**src/rtl/bitscan_pkg.sv**
```systemverilog
// Shared definitions for the lowest-set-bit detector.
// - DefaultWidth : default request vector width
// - MaxWidth     : widest vector lsb_isolate() can handle (callers zero-extend into it)
// - idx_width()  : binary index width for a given request width
// - lsb_isolate(): vec & -vec, isolates the lowest set bit
package bitscan_pkg;

  localparam int unsigned DefaultWidth = 128;
  localparam int unsigned MaxWidth     = 4096;

  function automatic int unsigned idx_width(input int unsigned w);
    return (w < 2) ? 1 : $clog2(w);
  endfunction

  // Zero-extension is safe: the low bits of -vec do not depend on the width of the negate.
  function automatic logic [MaxWidth-1:0] lsb_isolate(input logic [MaxWidth-1:0] vec);
    return vec & (~vec + MaxWidth'(1));
  endfunction

endpackage

```
**src/rtl/bitscan_prio_encoder_if.sv**
```systemverilog
// Request/result bundle of the lowest-set-bit detector.
// - in     : request vector, bit 0 = highest priority
// - onehot : registered one-hot mask of the winner
// - idx    : registered binary index of the winner
// - valid  : registered, high when the sampled request vector was non-zero
// master drives requests; slave (the encoder) drives results.
interface bitscan_prio_encoder_if
  import bitscan_pkg::*;
#(
  parameter int unsigned WIDTH = DefaultWidth,
  parameter int unsigned IDX_W = idx_width(WIDTH)
);

  logic [WIDTH-1:0] in;
  logic [WIDTH-1:0] onehot;
  logic [IDX_W-1:0] idx;
  logic             valid;

  modport master (output in, input onehot, input idx, input valid);
  modport slave  (input in, output onehot, output idx, output valid);

endinterface

```
**src/rtl/onehot_to_bin.sv**
```systemverilog
// Purely combinational one-hot to binary encoder built as an OR-tree.
// - onehot : WIDTH-bit vector with at most one bit set
// - bin    : index of the set bit (0 when onehot is zero)
// Each output bit is the OR of the input lines whose index has that bit set, so there is
// no priority chain. Index values >= WIDTH simply have no inputs (tied to 0).
module onehot_to_bin #(
  parameter int unsigned WIDTH = 128,
  parameter int unsigned IDX_W = 7
) (
  input  logic [WIDTH-1:0] onehot,
  output logic [IDX_W-1:0] bin
);

  always_comb begin
    bin = '0;
    for (int k = 0; k < IDX_W; k++) begin
      for (int i = 0; i < WIDTH; i++) begin
        if (((i >> k) & 1) == 1) begin
          bin[k] = bin[k] | onehot[i];
        end
      end
    end
  end

  // Line 0 encodes to index 0 and so feeds no tree output.
  logic unused_line0;
  assign unused_line0 = onehot[0];

endmodule

```
**src/rtl/bitscan_prio_encoder.sv**
```systemverilog
// Registered lowest-set-bit detector (bitscan + priority encoder), one clock of latency.
// - clk : system clock, all state on rising edge
// - rst : synchronous active-high reset, clears all outputs
// - bus : slave side of bitscan_prio_encoder_if (in -> onehot/idx/valid)
// The only state is the output register stage; in is sampled every cycle.
// WIDTH must be in [2, MaxWidth).
module bitscan_prio_encoder
  import bitscan_pkg::*;
#(
  parameter int unsigned WIDTH = DefaultWidth,
  localparam int unsigned IDX_W = idx_width(WIDTH)
) (
  input  logic                   clk,
  input  logic                   rst,
  bitscan_prio_encoder_if.slave  bus
);

  logic [MaxWidth-1:0] in_ext;
  logic [MaxWidth-1:0] win_ext;
  logic [WIDTH-1:0]    onehot_d, onehot_q;
  logic [IDX_W-1:0]    idx_d, idx_q;
  logic                valid_d, valid_q;

  always_comb begin
    in_ext              = '0;
    in_ext[WIDTH-1:0]   = bus.in;
    win_ext             = lsb_isolate(in_ext);
    onehot_d            = win_ext[WIDTH-1:0];
    valid_d             = |bus.in;
  end

  // Bits above WIDTH are always zero after isolation of a zero-extended vector.
  logic unused_win_hi;
  assign unused_win_hi = ^win_ext[MaxWidth-1:WIDTH];

  onehot_to_bin #(
    .WIDTH (WIDTH),
    .IDX_W (IDX_W)
  ) u_onehot_to_bin (
    .onehot (onehot_d),
    .bin    (idx_d)
  );

  always_ff @(posedge clk) begin
    if (rst) begin
      onehot_q <= '0;
      idx_q    <= '0;
      valid_q  <= 1'b0;
    end else begin
      onehot_q <= onehot_d;
      idx_q    <= idx_d;
      valid_q  <= valid_d;
    end
  end

  assign bus.onehot = onehot_q;
  assign bus.idx    = idx_q;
  assign bus.valid  = valid_q;

endmodule

```
**src/flat_wrapper.sv**
```systemverilog
// flat-port wrapper written by rule: the top's interface ports become plain ports
module bitscan_prio_encoder_flat import bitscan_pkg::*;
#(
  parameter int unsigned WIDTH = DefaultWidth,
  localparam int unsigned IDX_W = idx_width(WIDTH)
)
  (clk, rst, bus_in, bus_onehot, bus_idx, bus_valid);
  bitscan_prio_encoder_if #(.WIDTH(WIDTH)) bus_i ();
  input  logic clk;
  input  logic rst;
  input wire logic [$bits(bus_i.in)-1:0] bus_in;
  output wire logic [$bits(bus_i.onehot)-1:0] bus_onehot;
  output wire logic [$bits(bus_i.idx)-1:0] bus_idx;
  output wire logic [$bits(bus_i.valid)-1:0] bus_valid;
  assign bus_i.in = bus_in;
  assign bus_onehot = bus_i.onehot;
  assign bus_idx = bus_i.idx;
  assign bus_valid = bus_i.valid;
  bitscan_prio_encoder #(.WIDTH(WIDTH)) u_core (.clk(clk), .rst(rst), .bus(bus_i));
endmodule
```
**config.mk**
```make
export PLATFORM = sky130hd
export DESIGN_NAME = bitscan_prio_encoder_flat
export DESIGN_NICKNAME = d
export VERILOG_FILES = /design/src/rtl/bitscan_pkg.sv /design/src/rtl/bitscan_prio_encoder_if.sv /design/src/rtl/onehot_to_bin.sv /design/src/rtl/bitscan_prio_encoder.sv /design/src/flat_wrapper.sv
export SDC_FILE = /design/constraint.sdc
export NUM_CORES = 1
export LEC_CHECK = 0
export ABC_AREA = 1
export BUFFER_PORTS_ARGS = -buffer_cell sky130_fd_sc_hd__buf_2
export CAP_MARGIN = 10
export CORE_UTILIZATION = 45
export CTS_BUF_LIST = sky130_fd_sc_hd__clkbuf_8 sky130_fd_sc_hd__clkbuf_16
export CTS_CLUSTER_DIAMETER = 80
export DETAILED_ROUTE_END_ITERATION = 10
export HOLD_SLACK_MARGIN = 0.1
export PLACE_DENSITY = 0.79
export SLEW_MARGIN = 20
export SYNTH_ARGS = -nofsm -noshare
export SYNTH_HDL_FRONTEND = slang
export SYNTH_SLANG_ARGS = --single-unit
```
**constraint.sdc**
```tcl
create_clock -name clk -period 4.4 [get_ports clk]
set_input_delay 0.22 -clock clk [delete_from_list [all_inputs] [get_ports clk]]
set_output_delay 0.22 -clock clk [all_outputs]
set_load 0.01 [all_outputs]
```
==> results_dict.tcl <==
set metrics [dict create \
    clk_pin_slew_ns 0.08 \
    path_cells "dlygate4sd3_1 -> buf_2 -> nor2_2 -> nand2_1 -> nor2_1 -> nand2_4 -> nor2_8 -> nand3_1 -> nand3_1 -> nor2_1 -> nand3_1 -> nor2_1 -> nand2_1 -> nor2_1 -> nor2_1" \
    syn_to_final_growth_pct 25.7 \
    finalCriticalPeriod_ns 2.90 \
    synthArstFlopShare_pct 0 \
    cts_sinks 136 \
    cts_resized 0 \
    cts_inserted_buffers 17 \
    peakVddDrop_v 0.000221 \
    wl_per_cell_um 22.7 \
    power_frac_clock_pct 49.1 \
    slew_headroom_pct 43.0 \
    final_antenna_net_count 0 \
    clock_path_buffers 2 \
    synth_area_sq_mm 0.00879 \
    die_area_sq_mm 0.0201 \
    cts_tree "done" \
    grt_pass1_vias 10900 \
    synth_fp_nets 1647 \
    drt-total-wl_mm 47.0 \
    placed_cell_area_sq_mm 0.0104 \
    outcome "completed" \
    hold_violations 0 \
    drc 0 \
    startpoint "bus_in[3]" \
    gr-usage-met2_pct 64.6 \
    core-area_sq_mm 0.0189 \
    p_seq_share_pct 41.7 \
    yosys.area.top_type_share_pct 31.0 \
    grt_pass1_wl_mm 67.5 \
    io_buffers 265 \
    avgSynthCellArea_sq_um 5.79 \
    synth_commonest_cells "nor2_1, nand2_1, dfxtp_1, nand3_1, inv_1" \
    synth_area_leaders "dfxtp_1, nor2_1, nand2_1, nand3_1, inv_1" \
    pwr-share-comb_pct 9.3 \
    grt_overflow 0 \
    grt_max_degree 77 \
    synth_top_area_cell "dfxtp_1" \
    initial_core_util_pct 46.5 \
    root_buffer "clkbuf_16" \
    grt_antenna_before_repair 1 \
    die_w_um 142 \
    fmax_mhz 344 \
    met3_usage_pct 18.5 \
    gp_congestion 1.16 \
    via_count 12000 \
    crit_type "primary input to flop" \
    postSynthCellCount 1517 \
    critPathSlowestCell "dlygate4sd3_1" \
    required_ns 4.76 \
    synth.most_common_cell "nor2_1" \
    holdCritPathClass "primary input to flop" \
    path_common_cell "nor2_1" \
    h-tree-depth 4 \
    grt_usage_pct 46.6 \
    vias_per_cell 5.82 \
    critPathLaunchType "primary input" \
    stdcell_area_sq_mm 0.0110 \
    synth_cell_type_count 33 \
    synthFlopType "dfxtp_1" \
    period_share_pct 66.0 \
    switchingPower_w 0.000800 \
    post_cts_buffers 0 \
    end_kind "flop" \
    p_leak_nw 5.72 \
    setup_viol 0 \
    ios 266 \
    fin_nets 1924 \
    setup_tns_ns 0 \
    p_per_area_mw_per_mm2 268 \
    fp.dieH_um 142 \
    yosysWarnings 0 \
    firstDrtPassIters 8 \
    slew_violations 0 \
    cp_slowest_stage_delay_ns 0.54 \
    drive_above_1_share_pct 21.3 \
    ys_seq_area_share_pct 31.0 \
    rsz0062_at_grt "no" \
    synth_edf_count 0 \
    grt-busiest-layer "met2" \
    arrival_ns 3.26 \
    internal_power_w 0.00217 \
    met1_usage_pct 63.5 \
    endpoint "u_core.bus.idx[2]" \
    crit_path_max_fanout 9 \
    dp_hpwl_mm 39.4 \
    drt_iter0_markers 1901 \
    worstMarginPinSlew_ns 0.854 \
    swShare_pct 27.0 \
    fp-row-count 50 \
    cap_violations 0 \
    synth_seq_cells 136 \
]
[power by group through the flow]
stage                     registers (W)  clock network, W  logic [W]
after global routing            0.00124           0.00150   0.000287
after global placement          0.00126                 0   0.000256
after floorplan                 0.00126                 0   0.000102
after detailed placement        0.00126                 0   0.000253
final                           0.00124           0.00145   0.000275
after CTS                       0.00124           0.00145   0.000259
[placed cells by master, fill, tap and decap left out, types with 3 or more instances in the layout]
cell type,n
nor3_1,24
nor3b_1,6
nand2_2,12
nor2_1,535
inv_2,6
o21ai_1,4
clkinv_4,3
buf_2,264
and3_1,3
nand2_4,5
inv_1,115
nand3b_1,10
clkinvlp_4,3
nand4_2,4
dfxtp_1,136
o21ai_0,5
dlygate4sd3_1,8
nand2_1,378
nor2_2,34
nand4_1,58
nor2_4,16
nor2_8,3
clkbuf_16,17
nand3_2,4
nand3_1,124
inv_6,3
and2_1,4
[logic make-up after synthesis]
logic type / Yosys count / share of synthesized area (%)
simple gates: 1229 / 62.1
flops: 136 / 31.0
compound gates: 15 / 0.982
buf+inv: 137 / 5.94
[layer usage]
metal | vias up | wire [um]
li1 | 5347 | -
met1 | 5403 | 18700
met2 | 1101 | 18400
met3 | 185 | 7780
met4 | 0 | 2140
met5 | - | 0
[metrics by stage]
stage                     setup WS, ns  hold WS (ns)  total power (W)  cells  utilization, %
after floorplan                   2.87         0.340          0.00137   1517               -
after global placement            1.82         0.503          0.00152   2027            55.0
after detailed placement          1.93         0.512          0.00152   2027            55.0
after CTS                         1.73         0.101          0.00294   2066            58.5
after global routing              1.47         0.139          0.00302   2067            58.5
final                             1.50         0.108          0.00297   2067            58.5
[area by class of cell]
cell class                 count  area [sq um]
multi-input combinational   1244          5540
fill                        1918          7840
timing repair buffer         274          1420
antenna                        1          2.50
tap                          260           325
sequential                   136          2720
clock buffer                  18           439
clock inverter                13           145
inverter                     121           454
[critical path: cells and delay by family]
kind,cells,cell delay [ns]
and+or+nand+nor,13,2.32
buffers and inverters,2,0.70
[registers in the layout, summed over array words and instances (netlist names)]
register           flops
u_core.bus.onehot    128
u_core.bus.idx         7
u_core.bus.valid       1
[what timing repair did]
| item | CTS | global route |
|---|---|---|
| hold buffers | 8 | 0 |
| endpoints found under the setup margin | 0 | 0 |
| endpoints found under the hold margin | 8 | 0 |
[worst min path at each step]
stage	cells past startpoint	endpoint	start	slack (ns)
2_1_floorplan	2	u_core.bus.onehot[94]	bus_in[94]	0.34
3_3_place_gp	3	u_core.bus.onehot[0]	bus_in[0]	0.50
3_5_place_dp	3	u_core.bus.onehot[94]	bus_in[94]	0.51
4_1_cts	3	u_core.bus.onehot[14]	bus_in[14]	0.10
5_1_grt	3	u_core.bus.onehot[14]	bus_in[14]	0.14
6_report	3	u_core.bus.onehot[14]	bus_in[14]	0.11
Note: power is estimated with default switching activity, not from simulation.
